$ cat src/rtl/joy_debounce_if.sv
// Joypad conditioner bus: raw active-low pins from the board, debounced key
// vector and strobes toward the Game Boy core keypad input.
interface joy_debounce_if;
   logic [7:0] joy_n;
   logic [7:0] key;
   logic [7:0] key_press;
   logic       key_changed;

   modport master (output joy_n, input key, key_press, key_changed);
   modport slave  (input joy_n, output key, key_press, key_changed);
endinterface

$ cat src/rtl/joy_debounce.sv
// Two-flop synchroniser plus per-button debounce counter for the eight joypad pins.
// Optional opposing-direction (SOCD) cleaning of the D-pad: define JOY_SOCD_CLEAN_EN.
module joy_debounce #(
   parameter int unsigned DEBOUNCE_CYCLES = 50000,
   parameter int unsigned CNT_WIDTH       = 16
) (
   input  logic          clk,
   input  logic          rst_n,
   joy_debounce_if.slave joy_bus
);

   localparam logic [CNT_WIDTH-1:0] CNT_LAST = CNT_WIDTH'(DEBOUNCE_CYCLES - 1);

   logic [7:0]           r_s1;
   logic [7:0]           r_s2;
   logic [7:0]           r_stable;
   logic [7:0]           r_key;
   logic [7:0]           r_key_press;
   logic                 r_key_changed;
   logic [CNT_WIDTH-1:0] r_cnt [8];

   logic [7:0]           w_stable_next;
   logic [7:0]           w_key_raw;
   logic [7:0]           w_key_next;
   logic [CNT_WIDTH-1:0] w_cnt_next [8];

   // A bit flips only after its synchronised level has disagreed with stable for
   // DEBOUNCE_CYCLES consecutive edges; any agreement restarts the count.
   always_comb begin
      // NOTE: defaults first so every path assigns every bit; otherwise a latch is inferred.
      w_stable_next = r_stable;
      for (int i = 0; i < 8; i++) begin
         w_cnt_next[i] = r_cnt[i];
         if (r_s2[i] == r_stable[i]) begin
            w_cnt_next[i] = '0;
         end else if (r_cnt[i] == CNT_LAST) begin
            w_stable_next[i] = r_s2[i];
            w_cnt_next[i]    = '0;
         end else begin
            w_cnt_next[i] = r_cnt[i] + 1'b1;
         end
      end
   end

   assign w_key_raw = ~w_stable_next;

`ifdef JOY_SOCD_CLEAN_EN
   // Both directions of an axis held together reads as neither.
   always_comb begin
      w_key_next = w_key_raw;
      if (w_key_raw[5] && w_key_raw[4]) w_key_next[5:4] = 2'b00;
      if (w_key_raw[7] && w_key_raw[6]) w_key_next[7:6] = 2'b00;
   end
`else
   assign w_key_next = w_key_raw;
`endif

   always_ff @(posedge clk or negedge rst_n) begin
      if (!rst_n) begin
         r_s1          <= '1;
         r_s2          <= '1;
         r_stable      <= '1;
         r_key         <= '0;
         r_key_press   <= '0;
         r_key_changed <= 1'b0;
         // NOTE: the counter array is tiny and must restart cleanly, so it is reset like any flop.
         for (int i = 0; i < 8; i++) r_cnt[i] <= '0;
      end else begin
         // NOTE: non-blocking so r_s2 takes the old r_s1, giving a true two-stage chain.
         r_s1          <= joy_bus.joy_n;
         r_s2          <= r_s1;
         r_stable      <= w_stable_next;
         r_cnt         <= w_cnt_next;
         r_key         <= w_key_next;
         r_key_press   <= w_key_next & ~r_key;
         r_key_changed <= |(w_key_next ^ r_key);
      end
   end

   assign joy_bus.key         = r_key;
   assign joy_bus.key_press   = r_key_press;
   assign joy_bus.key_changed = r_key_changed;

endmodule
$ cat src/flat_wrapper.sv
// flat-port wrapper written by rule: the top's interface ports become plain ports
module joy_debounce_flat 
#(
   parameter int unsigned DEBOUNCE_CYCLES = 50000,
   parameter int unsigned CNT_WIDTH       = 16
)
  (clk, rst_n, joy_bus_joy_n, joy_bus_key, joy_bus_key_press, joy_bus_key_changed);
  joy_debounce_if joy_bus_i ();
  input  logic clk;
  input  logic rst_n;
  input wire logic [$bits(joy_bus_i.joy_n)-1:0] joy_bus_joy_n;
  output wire logic [$bits(joy_bus_i.key)-1:0] joy_bus_key;
  output wire logic [$bits(joy_bus_i.key_press)-1:0] joy_bus_key_press;
  output wire logic [$bits(joy_bus_i.key_changed)-1:0] joy_bus_key_changed;
  assign joy_bus_i.joy_n = joy_bus_joy_n;
  assign joy_bus_key = joy_bus_i.key;
  assign joy_bus_key_press = joy_bus_i.key_press;
  assign joy_bus_key_changed = joy_bus_i.key_changed;
  joy_debounce #(.DEBOUNCE_CYCLES(DEBOUNCE_CYCLES), .CNT_WIDTH(CNT_WIDTH)) u_core (.clk(clk), .rst_n(rst_n), .joy_bus(joy_bus_i));
endmodule
$ cat config.mk
export PLATFORM = sky130hd
export DESIGN_NAME = joy_debounce_flat
export DESIGN_NICKNAME = d
export VERILOG_FILES = /design/src/rtl/joy_debounce_if.sv /design/src/rtl/joy_debounce.sv /design/src/flat_wrapper.sv
export SDC_FILE = /design/constraint.sdc
export NUM_CORES = 1
export LEC_CHECK = 0
export CAP_MARGIN = 20
export CORE_MARGIN = 3
export CORE_UTILIZATION = 40
export CTS_CLUSTER_DIAMETER = 150
export DETAILED_ROUTE_END_ITERATION = 10
export REMOVE_ABC_BUFFERS = 1
export SETUP_SLACK_MARGIN = 0.3
export SYNTH_ARGS = -nofsm -noshare
export SYNTH_HDL_FRONTEND = slang
export SYNTH_SLANG_ARGS = --single-unit
$ cat constraint.sdc
create_clock -name clk -period 2.94 [get_ports clk]
set_input_delay 0.441 -clock clk [delete_from_list [all_inputs] [get_ports clk]]
set_output_delay 0.441 -clock clk [all_outputs]
set_load 0.01 [all_outputs]
; ---- Word-level counts from Yosys, hierarchy flattened
; Cells that the tools add are included.
[classes]
n_addsub = 8
n_eq_ne = 16
mux = 32
bitwise_logic = 4
reduce_logical = 1
[ops]
columns = operator, count
row1 = 16-bit 2-to-1 mux, 16
row2 = "16-bit by 1-bit adder with 16-bit output, second input constant", 8
row3 = "16-bit equality test, second input constant", 8
row4 = 1-bit 2-to-1 mux, 16
row5 = 8-bit NOT, 2
row6 = 8-bit AND, 1
row7 = 1-bit equality test, 8
row8 = 8-bit OR reduction, 1
row9 = 8-bit bitwise XOR, 1
[totals]
reg_bits = 169
input_bits = 10
output_inout_bits = 17

; ---- Depth between registers and ports, before layout
; Gate-level depths: netlist (run 1).
[logic_depth]
word_depth = 6
mapped_depth = 9

; ---- Least setup slack after synthesis (run 1)
; Ideal clock, no wire load.
[synth_timing]
path_kind = flip-flop to flip-flop
start = reg u_core.r_cnt[96] (netlist bit)
end = reg u_core.r_key_changed, in the netlist u_core.joy_bus.key_changed
setup_time_ns = 0.127
t_arrival_ns = 1.956
setup_slack_ns = 0.857
stages_incl_launch_ff = 10
period_less_slack_ns = 2.083
path_cell_list = dfrtp_1 -> ha_1 -> and3_1 -> clkbuf_1 -> nand4_1 -> mux2_2 -> inv_1 -> ha_1 -> nand4_1 -> or2_2
[synth_via]
elab_chain_cells = 6
[synth_lines]
columns = item, line
row1 = start: declaration, joy_debounce.sv:20  ; logic [CNT_WIDTH-1:0] r_cnt [8];
row2 = start signal: assignment, joy_debounce.sv:73  ; r_cnt <= w_cnt_next;
row3 = 16-bit equality test, joy_debounce.sv:36  ; end else if (r_cnt[i] == CNT_LAST) begin
row4 = 1-bit 2-to-1 mux, joy_debounce.sv:36
row5 = 1-bit 2-to-1 mux, joy_debounce.sv:34  ; if (r_s2[i] == r_stable[i]) begin
row6 = net u_core.w_stable_next[1], joy_debounce.sv:22  ; logic [7:0] w_stable_next;
row7 = 8-bit NOT, joy_debounce.sv:45  ; assign w_key_raw = ~w_stable_next;
row8 = net u_core.w_key_next[1], joy_debounce.sv:24  ; logic [7:0] w_key_next;
row9 = 8-bit bitwise XOR, joy_debounce.sv:76  ; r_key_changed <= |(w_key_next ^ r_key);
row10 = 8-bit OR reduction, joy_debounce.sv:76
row11 = end signal: assignment, joy_debounce.sv:76
row12 = end: declaration, joy_debounce.sv:19  ; logic r_key_changed;
; The timed path passes the listed nets, and every way through them passes these cells.

; ---- Worst setup path in the final report (run 1)
[layout_timing]
start = reg u_core.r_cnt[80] (netlist bit)
end = reg u_core.r_key_changed, in the netlist u_core.joy_bus.key_changed
; The elaborated chain is that of the path after synthesis.

==> run metrics, run 1 <==
Max Clk Rate 0.426 GHz; RSZ-0062 raised after global routing false; clk_lat worst skew 0.42 ns; worst vdd ir 0.000433 V; fraction of layout cells with a size suffix above 1 9.61%; most frequent cells in the layout dfrtp_1, nor2_1, xnor2_1; Synth Cell Area 7710 sq um; Post-CTS Setup Repair Bufs 0; reg2reg path depth 8; Yosys top cell by area dfrtp_1; slowest CP cell dfrtp_1; fin crit period roughly 2.3 ns; Setup crit start kind flop; commonest non-fill, non-tap cell in the layout dfrtp_1; DRC viols 0; reg2reg start u_core.r_cnt[80]; post-synthesis sequential area ratio between 50% and 60%; Synth top area share between 40% and 50%; clock skew 0.00956 ns; largest net degree at the start of global routing ~80; Place WS 0.593 ns; slew margin rel. 52.2%; Final HPWL DP 9.38 mm; crit path cell chain ha_1, and3_1, nand4_1, mux2_2, inv_1, ha_1, nand4_1, or2_2; initial drt markers 266; main area contributors after synthesis dfrtp_1, xnor2_1, dfstp_2, nor2_1, xor2_1; via count 5137; # diodes 0; Nets 773; DRT Wirelength ~14 mm; CP Capture Type flop; fin worst setup slack 0.594 ns; routability cong. approximately 0.85; Pleak 0.00364 uW; Avg Cell Area, Syn 10.6 sq um; synthesis-to-finish area growth 15.1%; R2R setup slack roughly 0.59 ns; R2R Path End u_core.joy_bus.key_changed; first-pass GRT wire length around 24 mm; post-CTS sizing 0; wire per inst 13.5 um; count of cell types in the netlist 30; Final Max Tran Viols 0; Hold WC Path Type input port to asynchronous set/reset pin; post-synthesis register bit count 169; Placed Area slightly above 8000 sq um; hold_buf cts 0; Arrival @ worst endpoint 2.65 ns; Die Height 145 um; first-pass iteration count of the detailed router 4; status completed; Syn Inst Count 725; Root Driver clkbuf_16; Worst path max stage delay 0.39 ns; endpoints failing hold 0; DIE AREA between 20000 and 25000 sq um; num rows 50; Final ANT Viol Nets 0; clock sink count 169; maximum root-to-sink buffer count 2; initial antenna violation count 0; WP data required ~3.3 ns; P per Cell Area 557 nW/um^2; gr ovfl total 0; core area 18800 sq um; die width 145 um; total negative setup slack 0 ns; Ports 27; CTS Buf Count 17; H-tree Lvls 4; Initial Utilization 41.0%; TritonCTS clock tree done; post-route cell area 8880 sq um; worst slew pin tran 0.717 ns; Reg clk slew, reported paths 0.06 ns; vias in the first global route 5116; CP max FO 6; All-Layer GR Usage ~14%; I/O Buffers 26; Setup-failing EPs final 0; Tcrit/Tclk final 79.8%; Via density 5.04; Yosys warnings 0; Crit Path Category flop to flop; power after layout around 4900 uW; Max Cap Viol 0
[worst max path at each step]
stage / start / end / slack, ns / depth (start not counted)
after floorplan: u_core.r_cnt[112] / u_core.joy_bus.key_changed / 0.92 / 8
after global placement: u_core.r_cnt[80] / u_core.joy_bus.key_changed / 0.65 / 8
after detailed placement: u_core.r_cnt[80] / u_core.joy_bus.key_changed / 0.59 / 8
after CTS: u_core.r_cnt[80] / u_core.joy_bus.key_changed / 0.59 / 8
after global routing: u_core.r_cnt[80] / u_core.joy_bus.key_changed / 0.44 / 8
final: u_core.r_cnt[80] / u_core.joy_bus.key_changed / 0.59 / 8
[cell families (layout without fill, tap and decap cells)]
| kind of cell | after synthesis | in the layout | share of synthesized area (%) |
|---|---|---|---|
| flops | 169 | 169 | 55.2 |
| mux | 8 | 8 | 1.17 |
| xor+xnor | 119 | 119 | 13.5 |
| buf+inv | 53 | 88 | 2.71 |
| fa+ha+maj | 16 | 16 | 2.60 |
| compound gates | 2 | 2 | 0.162 |
| simple gates | 358 | 358 | 24.6 |
[cells in the mapped netlist]
master / instances
a21oi_1: 1
and2_1: 6
and3_1: 21
and4_1: 6
and4bb_2: 1
buf_1: 1
buf_2: 8
clkbuf_1: 16
dfrtp_1: 145
dfstp_2: 24
ha_1: 16
inv_1: 28
mux2_2: 8
nand2_1: 19
nand3_1: 45
nand3_4: 1
nand4_1: 50
nand4_2: 2
nand4b_1: 1
nor2_1: 136
nor3_1: 20
nor4_1: 24
nor4b_1: 8
nor4bb_1: 15
o31ai_1: 1
or2_2: 1
or2_4: 1
or4_1: 1
xnor2_1: 78
xor2_1: 41
[area by class of cell]
class	count	area [sq um]
fill	1728	9950
sequential	169	4260
multi-input combinational	503	3240
clock buffer	19	453
tap	260	325
timing repair buffer	28	302
clock inverter	13	190
inverter	28	105
[metal layers]
| metal | part of all wire (%) | vias up | track usage [%] |
|---|---|---|---|
| met5 | 0 | - | 0 |
| met4 | 1.8 | 0 | 5.65 |
| met3 | 3.1 | 23 | 3.71 |
| met2 | 45 | 66 | 21.2 |
| met1 | 51 | 2510 | 20.7 |
| li1 | - | 2538 | - |
[per-stage QoR]
stage / hold WS (ns) / instances / utilization (%)
finish: 0.0443 / 1020 / 47.1
global route: 0.0903 / 1020 / 47.1
CTS: 0.0611 / 1020 / 47.1
detailed placement: 0.347 / 988 / 43.7
global placement: 0.346 / 988 / 43.7
floorplan: 0.145 / 700 / -
[registers in the layout (all words and copies together) (netlist names)]
name	flops
u_core.joy_bus.key_changed	1
u_core.joy_bus.key	8
u_core.r_stable	8
u_core.r_s2	8
u_core.r_cnt	128
u_core.r_s1	8
u_core.joy_bus.key_press	8
[report_power, final]
group	total [uW]	internal [uW]	switching (uW)
clock network	2400	1480	925
registers	2410	2370	32.3
logic	135	44.0	90.6
total	4940	3890	1050
[critical path, delay by kind of cell (launching register included)]
| kind | cells | cell delay (ns) |
|---|---|---|
| fa+ha+maj | 2 | 0.50 |
| flops | 1 | 0.39 |
| mux | 1 | 0.29 |
| simple gates | 4 | 1.01 |
| buf+inv | 1 | 0.05 |
No activity file was read; power rests on OpenSTA's default activity.
==> inputs of run 2 (changes only) <==
==> constraint.sdc (replaced) <==
create_clock -name clk -period 1.9 [get_ports clk]
set_input_delay 0.285 -clock clk [delete_from_list [all_inputs] [get_ports clk]]
set_output_delay 0.285 -clock clk [all_outputs]
set_load 0.01 [all_outputs]
==> run metrics, run 2 (synthesis gave the netlist of run 1 again) <==
DIE AREA 21000 sq um (unchanged); Place WS -0.357 ns (was 0.593 ns); Pleak 0.00474 uW (was 0.00364 uW); via count 6003 (was 5137); footprint of the multi-input gates 3760 sq um (was 3240 sq um); Nets 948 (was 773); CP bufs+invs 2 (was 1); endpoints failing hold 0 (unchanged); largest net degree at the start of global routing 47 (was 78); max reg flops 128 (unchanged); Max Cap Viol 0 (unchanged); Crit path max-delay family simple AND/OR/NAND/NOR gates (unchanged); maximum root-to-sink buffer count 2 (unchanged); worst slew pin tran 0.474 ns (was 0.717 ns); slew margin rel. 68.4% (was 52.2%); WP data required 2.22 ns (was 3.25 ns); clock skew 0.0103 ns (was 0.00956 ns); fin crit period 2.14 ns (was 2.35 ns); clk_lat worst skew 0.43 ns (was 0.42 ns); most used cell, CP nand4_1; Root Driver clkbuf_16 (unchanged); crit path cell chain nor4bb_2, buf_4, nand4_1, mux2_4, inv_4, ha_4, nand4_1, or2_4 (was ha_1, and3_1, nand4_1, mux2_2, inv_1, ha_1, nand4_1, or2_2); clock sink count 169 (unchanged); Ports 27 (unchanged); Hold Slack 0.263 ns (was 0.0443 ns); Via density 5.02 (was 5.04); Setup crit start kind flop (unchanged); most frequent cells in the layout buf_4, dfrtp_1, nor2_1 (was dfrtp_1, nor2_1, xnor2_1); I/O Buffers 26 (unchanged); first-pass GRT wire length 28.2 mm (was 24.5 mm); DRC viols 0 (unchanged); P per Cell Area 726 nW/um^2 (was 557 nW/um^2); commonest non-fill, non-tap cell in the layout buf_4 (was dfrtp_1); slowest CP cell dfrtp_1 (unchanged); Arrival @ worst endpoint 2.46 ns (was 2.65 ns); # fillers 1547 (was 1728); DRT Wirelength 17.2 mm (was 13.8 mm); CP Capture Type flop (unchanged); Final ANT Viol Nets 0 (unchanged); RSZ-0062 raised after global routing true (was false); # diodes 0 (unchanged); failing checks setup timing; sequential cell area 4260 sq um (unchanged); Reg clk slew, reported paths 0.07 ns (was 0.06 ns); Tcrit/Tclk final 113% (was 79.8%); Final Max Tran Viols 0 (unchanged); wire per inst 14.4 um (was 13.5 um); fraction of layout cells with a size suffix above 1 33.7% (was 9.61%); synthesis-to-finish area growth 39.8% (was 15.1%); Initial Utilization 41.0% (unchanged); final cell count without fillers 1195 (was 1020); gr ovfl total 0 (unchanged); CP max FO 2 (was 6); H-tree Lvls 4 (unchanged); first-pass iteration count of the detailed router 4 (unchanged); R2R setup slack -0.24 ns (was 0.59 ns); Setup-failing EPs final 1 (was 0); fin worst setup slack -0.242 ns (was 0.594 ns); worst vdd ir 0.000679 V (was 0.000433 V); vias in the first global route 6127 (was 5116); Final HPWL DP 11.5 mm (was 9.38 mm); CTS Buf Count 17 (unchanged); num rows 50 (unchanged); Crit Path Category flop to flop (unchanged); initial drt markers 269 (was 266); Hold WC Path Type input port to flop (was input port to asynchronous set/reset pin); placed cells 1142 (was 988); TritonCTS clock tree done (unchanged); die width 145 um (unchanged); Reg with most FFs u_core.r_cnt (unchanged); Die Height 145 um (unchanged); core area 18800 sq um (unchanged); Max Clk Rate 0.467 GHz (was 0.426 GHz); status complete, but fails checks (was completed); All-Layer GR Usage 16.6% (was 14.5%); initial antenna violation count 0 (unchanged); Worst path max stage delay 0.39 ns (about the same); routability cong. 0.887 (was 0.854)
## run 2: cell types whose count changed in the layout (fill, tap and decap cells not counted), sizes merged
cell / previous run / this run
clkinvlp: 4 / 1
clkbuf: 19 / 22
buf: 3 / 177
inv: 31 / 29
dlygate4sd3: 0 / 1
dlygate4sd2: 0 / 14
clkdlybuf4s50: 25 / 8
clkinv: 2 / 4
dlymetal6s2s: 0 / 3
## run 2: path summary, 6_finish.rpt
path	from	to	cells after the start
max reg2reg	u_core.r_cnt[92]	u_core.joy_bus.key_changed	8
min reg2reg	u_core.r_s1[6]	u_core.r_s2[6]	0
max	u_core.r_cnt[92]	u_core.joy_bus.key_changed	8
max in group asynchronous	rst_n	u_core.r_stable[6]	3
min	joy_bus_joy_n[6]	u_core.r_s1[6]	1
min in group asynchronous	rst_n	u_core.r_cnt[74]	2
## run 2: area by class of cell
cell class | instances | share of cell area [%]
multi-input cells | 503 | 34.9
clock inverters | 10 | 1.52
inverters | 28 | 1.11
clock buffers | 22 | 4.49
repair buffers | 203 | 15.5
well taps | 260 | 3.02
flip-flops and latches | 169 | 39.5
## run 2: what timing repair did
item / CTS / global route
gates resized for setup: 46 / 97
setup buffers: 4 / 15
hold buffers: 1 / 0
endpoints found under the hold margin: 41 / 0
endpoints found under the setup margin: 46 / 64
gates cloned: 0 / 1
pin swaps: 12 / 36
## run 2: per-layer routing
layer	vias up	global-route usage [%]	wire, um
met4	0	5.06	243
met2	101	28.1	8750
met3	21	3.94	611
met5	-	0	0
li1	2889	-	-
met1	2992	21.4	7640
## run 2: power by group
group	leakage (uW)	switching (uW)	internal [uW]
logic	0.00221	202	155
clock network	0.000317	1410	2350
registers	0.00221	37.0	3670
total	0.00474	1650	6170
## run 2: stage by stage
step / power, uW / cell area (sq um) / setup TNS, ns / util (%)
after detailed placement: 4100 / 9400 / -0.357 / 49.9
after floorplan: 3870 / 7610 / -0.124 / -
final: 7830 / 10800 / -0.242 / 57.3
after CTS: 7900 / 10200 / -0.216 / 54.3
after global routing: 8110 / 10800 / -0.313 / 57.3
after global placement: 4080 / 9400 / -0.344 / 49.9
==> edit 1 (config.mk and constraints of run 2) <==
Build with the macro `JOY_SOCD_CLEAN_EN` defined.
--- a/src/rtl/joy_debounce.sv
+++ b/src/rtl/joy_debounce.sv
@@ -1,5 +1,7 @@
 // Two-flop synchroniser plus per-button debounce counter for the eight joypad pins.
 // Optional opposing-direction (SOCD) cleaning of the D-pad: define JOY_SOCD_CLEAN_EN.
+`define JOY_SOCD_CLEAN_EN
+
 module joy_debounce #(
    parameter int unsigned DEBOUNCE_CYCLES = 50000,
    parameter int unsigned CNT_WIDTH       = 16
Behaviour: no difference found for any inputs over 10 cycles, from zero or initial values and one cycle with rst_n low; that may be too few to reach the edited logic, so the function may still have changed.
==> edit 1 against run 2 <==
  * The run still ends with negative setup slack left
  * Die area is 0.87% higher
  * Combinational power is 4% lower
  * Final area grew 0.38%
  * Power shrank 6.4%
  * Routed wire length up 1.1%
  * Sequential cell count stayed put
  * Final cell count rose by 1.3%
  * Non-clock buffer count up 8
  * Count of clock-buffer cells in the layout decreased by 5
  * Setup slack got worse by 36 ps
  * Synthesized area up 0.91%
  * Sequential share of layout area decreased by 0.15 points
  * Sequential power hardly changed
  * Highest routed layer unchanged
==> edit 1: results (changes against run 2) <==
Status - finished with violations
Failing checks - negative setup slack
Library cells used by synthesis - 34 (+13%)
WL met3 - 451 µm (-26%)
Clk tree area frac - 5.14% (-0.87 points)
GR Layer Usage met1 - 21.9% (+0.51 points)
Hold_ws - 257 ps (-6.07 ps)
Most frequent cells after synthesis - 145 x dfrtp_1, 135 x nor2_1, 73 x xnor2_1, 48 x nand4_1, 46 x nand3_1
Initial antenna violation count - 0 (unchanged)
Sequential cells - 169 (unchanged)
Top sig layer - met4
Setup repair bufs after CTS - 9 (+5)
Leakage - 4.83 nW (+1.9%)
Worst Hold Launch - joy_bus_joy_n[7]
Hold EP - u_core.r_s1[7]
Non-clock inverter count - 22 (-21%)
Power Total - 7.32 mW (-6.4%)
Crit path max fanout - 3 (+1)
DR pass1 iterations - 5 (+1)
Clk_skew - 9.07 ps (-1.25 ps)
Vias in the first global route - 6,187 (+0.98%)
CTS resizes - 73 (+59%)
Setup TNS after final layout - -278 ps (-35.9 ps)
# diodes - 0 (unchanged)
Worst setup startpoint - u_core.r_cnt[61]
Inst Count DP - 1,143 (+0.088%)
Synth async-reset ratio - 100% (unchanged)
DR WL met2 - 8.71 mm (-0.47%)
Iter 0 DRT Violations - 316 (+17%)
Relative slew slack - 69.1% (+0.67 points)
WP data arrival - 2490 ps (+30 ps)
First-pass GRT wire length - 29.5 mm (+4.6%)
Endpoints failing setup - 1 (unchanged)
Final Worst Setup Slack - -278 ps (-35.9 ps)
Gr usage total - 16.8% (+0.14 points)
GRT met2 Usage - 28.6% (+0.55 points)
Fraction of area in multi-input gates - 35.4% (+0.56 points)
Met3 usage - 3.46% (-0.49 points)
Routed vias/inst - 5.00 (-0.48%)
Fillers - 1,601 (+3.5%)
Nets - 963 (+1.6%)
Count of multi-input gates - 516 (+2.6%)
Buffering overhead - 16.3% (+0.77 points)
Final RePlAce weighted congestion - 0.849 (-4.2%)
Sequential area share after synthesis - 54.7% (-0.50 points)
Detailed Place HPWL - 11.6 mm (+1.3%)
Ranking of synthesized cells by area - dfrtp_1 47%, xnor2_1 8.2%, dfstp_2 8.1%
Final Core Density - 57.3% (about the same)
Largest reg by FF count - u_core.r_cnt
VDD IR-drop max - 0.545 mV (-20%)
WL met1 - 8.06 mm (+5.5%)
CTS max path bufs - 2 (unchanged)
Share of post-route cells with drive strength above 1 - 34.7% (+1.0 points)
Via count - 6,049 (+0.77%)
Drt wl/cell - 14.4 µm (-0.12%)
Dpl ws - -329 ps (+27.3 ps)
Post-synthesis cell count - 730 (+0.69%)
Dpl cell area - 0.00942 mm² (+0.21%)
Signal buffers - 211 (+3.9%)
[edit 1: cell types whose count changed after synthesis, moves of 3 or more]
cell	delta
a21oi_1	+3
and4_2	+3
clkbuf_1	-8
inv_1	-6
nand2_1	+4
nor2b_1	+4
nor4_1	-4
o31ai_1	+3
or3_1	+4
or4_1	+3
xnor2_1	-5
[edit 1: kinds of logic (layout without fill, tap and decap cells)]
family | Yosys count | in the layout | synth area share (%)
compound gates | 8 | 8 | 0.643
xor+xnor | 116 | 116 | 13.1
fa+ha+maj | 16 | 16 | 2.57
simple gates | 368 | 368 | 25.2
flops | 169 | 169 | 54.7
buf+inv | 45 | 265 | 2.62
mux | 8 | 8 | 1.16
[edit 1: power breakdown]
part	internal (mW)	leakage [nW]	switching, mW
logic	0.151	2.33	0.190
clock network	1.73	0.268	1.55
registers	3.67	2.24	0.0355
total	5.55	4.83	1.78
==> edit 2 (flow settings as in run 2) <==
Without the edit above. `r_key` no longer has a reset.
--- a/src/rtl/joy_debounce.sv
+++ b/src/rtl/joy_debounce.sv
@@ -60,7 +60,6 @@
          r_s1          <= '1;
          r_s2          <= '1;
          r_stable      <= '1;
-         r_key         <= '0;
          r_key_press   <= '0;
          r_key_changed <= 1'b0;
          // NOTE: the counter array is tiny and must restart cleanly, so it is reset like any flop.
@@ -71,10 +70,13 @@
          r_s2          <= r_s1;
          r_stable      <= w_stable_next;
          r_cnt         <= w_cnt_next;
-         r_key         <= w_key_next;
          r_key_press   <= w_key_next & ~r_key;
          r_key_changed <= |(w_key_next ^ r_key);
       end
+   end
+
+   always_ff @(posedge clk) begin
+      r_key <= w_key_next;
    end
 
    assign joy_bus.key         = r_key;
Behaviour: same outputs for any inputs over 10 cycles, from zero or initial values and one cycle with rst_n low; that may be too few to reach the edited logic, so the function may still have changed.
==> edit 2 against run 2 <==
  * The run still ends with negative setup slack left
  * Critical path depth decreased by 1
  * Setup slack improved by 25 ps
  * Worst hold slack got worse by 8.1 ps
  * Synthesized cell count unchanged
  * Sequential cell count unchanged
  * Routed wire length decreased by 0.73%
  * Final area decreased by 0.64%
  * Final cell count decreased by 2.3%
  * Synthesized area decreased by 0.52%
  * Via count decreased by 1.3%
  * Maximum frequency increased by 1.2%
  * Sequential power about the same
  * Power decreased by 3.4%
==> edit 2: results (changes against run 2) <==
Routed vias/inst - 5.07 (+0.95%)
Crit path max fanout - 3 (+1)
WL met3 - 539 µm (-12%)
CLK BUF - 19 (-14%)
Dpl cell area - 0.00927 mm² (-1.5%)
Fraction of area in multi-input gates - 35.6% (+0.70 points)
Clk tree area frac - 5.56% (-0.45 points)
Signal buffers - 202 (-0.49%)
Hold_ws - 255 ps (-8.12 ps)
Mux contribution to synthesized area - 1.17% (+0.0061 points)
Gr usage total - 16.5% (-0.16 points)
Setup TNS after final layout - -218 ps (+24.6 ps)
Sequential area share after synthesis - 55.0% (-0.23 points)
Post-synthesis xor/xnor area fraction - 13.6% (+0.071 points)
Final wirelength - 17.1 mm (-0.73%)
Final RePlAce weighted congestion - 0.853 (-3.8%)
Worst flop-to-flop path startpoint - u_core.r_cnt[29]
GR Layer Usage met1 - 21.1% (-0.31 points)
Status - finished with violations
Endpoints failing setup - 1 (unchanged)
Post-synthesis compound-gate area fraction - 0.163% (+0.00085 points)
Leakage - 4.71 nW (-0.79%)
Worst R2R Path Depth - 7 (-1)
Worst Hold Launch - joy_bus_joy_n[7]
Most frequent cells after synthesis - 137 x dfrtp_1, 136 x nor2_1, 78 x xnor2_1, 50 x nand4_1, 45 x nand3_1
Nets - 947 (-0.11%)
Final Worst Setup Slack - -218 ps (+24.6 ps)
Clk_skew - 6.72 ps (-3.60 ps)
Fillers - 1,538 (-0.58%)
Library cells used by synthesis - 31 (+3.3%)
Pin count of the biggest net entering global routing - 57 (+21%)
Synth async-reset ratio - 95.3% (-4.7 points)
Ranking of synthesized cells by area - dfrtp_1 45%, xnor2_1 8.9%, dfstp_2 8.2%
Failing checks - negative setup slack
## edit 2: cell types whose count changed in the layout (fill, tap and decap cells not counted), moves of 3 or more
cell | run 2 | this run
nor2_4 | 14 | 20
dfrtp_1 | 145 | 137
buf_4 | 164 | 161
nor4_2 | 10 | 13
dfxtp_1 | 0 | 8
inv_6 | 1 | 4
nor2_1 | 121 | 114
## edit 2: worst max-delay path by stage
stage                            endpoint  depth (start not counted)  slack [ps]              start
2_1_floorplan  u_core.joy_bus.key_changed                          8        -120  u_core.r_cnt[112]
3_3_place_gp   u_core.joy_bus.key_changed                          7        -310   u_core.r_cnt[43]
3_5_place_dp   u_core.joy_bus.key_changed                          7        -320   u_core.r_cnt[39]
4_1_cts        u_core.joy_bus.key_changed                          7        -190   u_core.r_cnt[28]
5_1_grt        u_core.joy_bus.key_changed                          7        -280   u_core.r_cnt[29]
6_report       u_core.joy_bus.key_changed                          7        -220   u_core.r_cnt[29]
## edit 2: power breakdown
| group | internal [mW] | total (mW) | leakage [nW] | switching [mW] |
|---|---|---|---|---|
| sequential | 3.67 | 3.70 | 2.21 | 0.0351 |
| combinational | 0.171 | 0.385 | 2.21 | 0.214 |
| clock | 2.02 | 3.47 | 0.291 | 1.45 |
| total | 5.86 | 7.56 | 4.71 | 1.70 |
## edit 2: what timing repair did
action	4_1_cts	5_1_grt
hold buffers	1	0
buffers inserted	5	18
hold endpoints to repair	36	0
pin swaps	19	52
cloned	1	2
setup endpoints to repair	93	85
resized for setup	52	109
## edit 2: critical path: cells and delay by family, from the launching register on
family        cells  cell delay, ps
buf+inv           1              40
fa+ha+maj         1             250
mux               1             280
flops             1             380
simple gates      4            1060
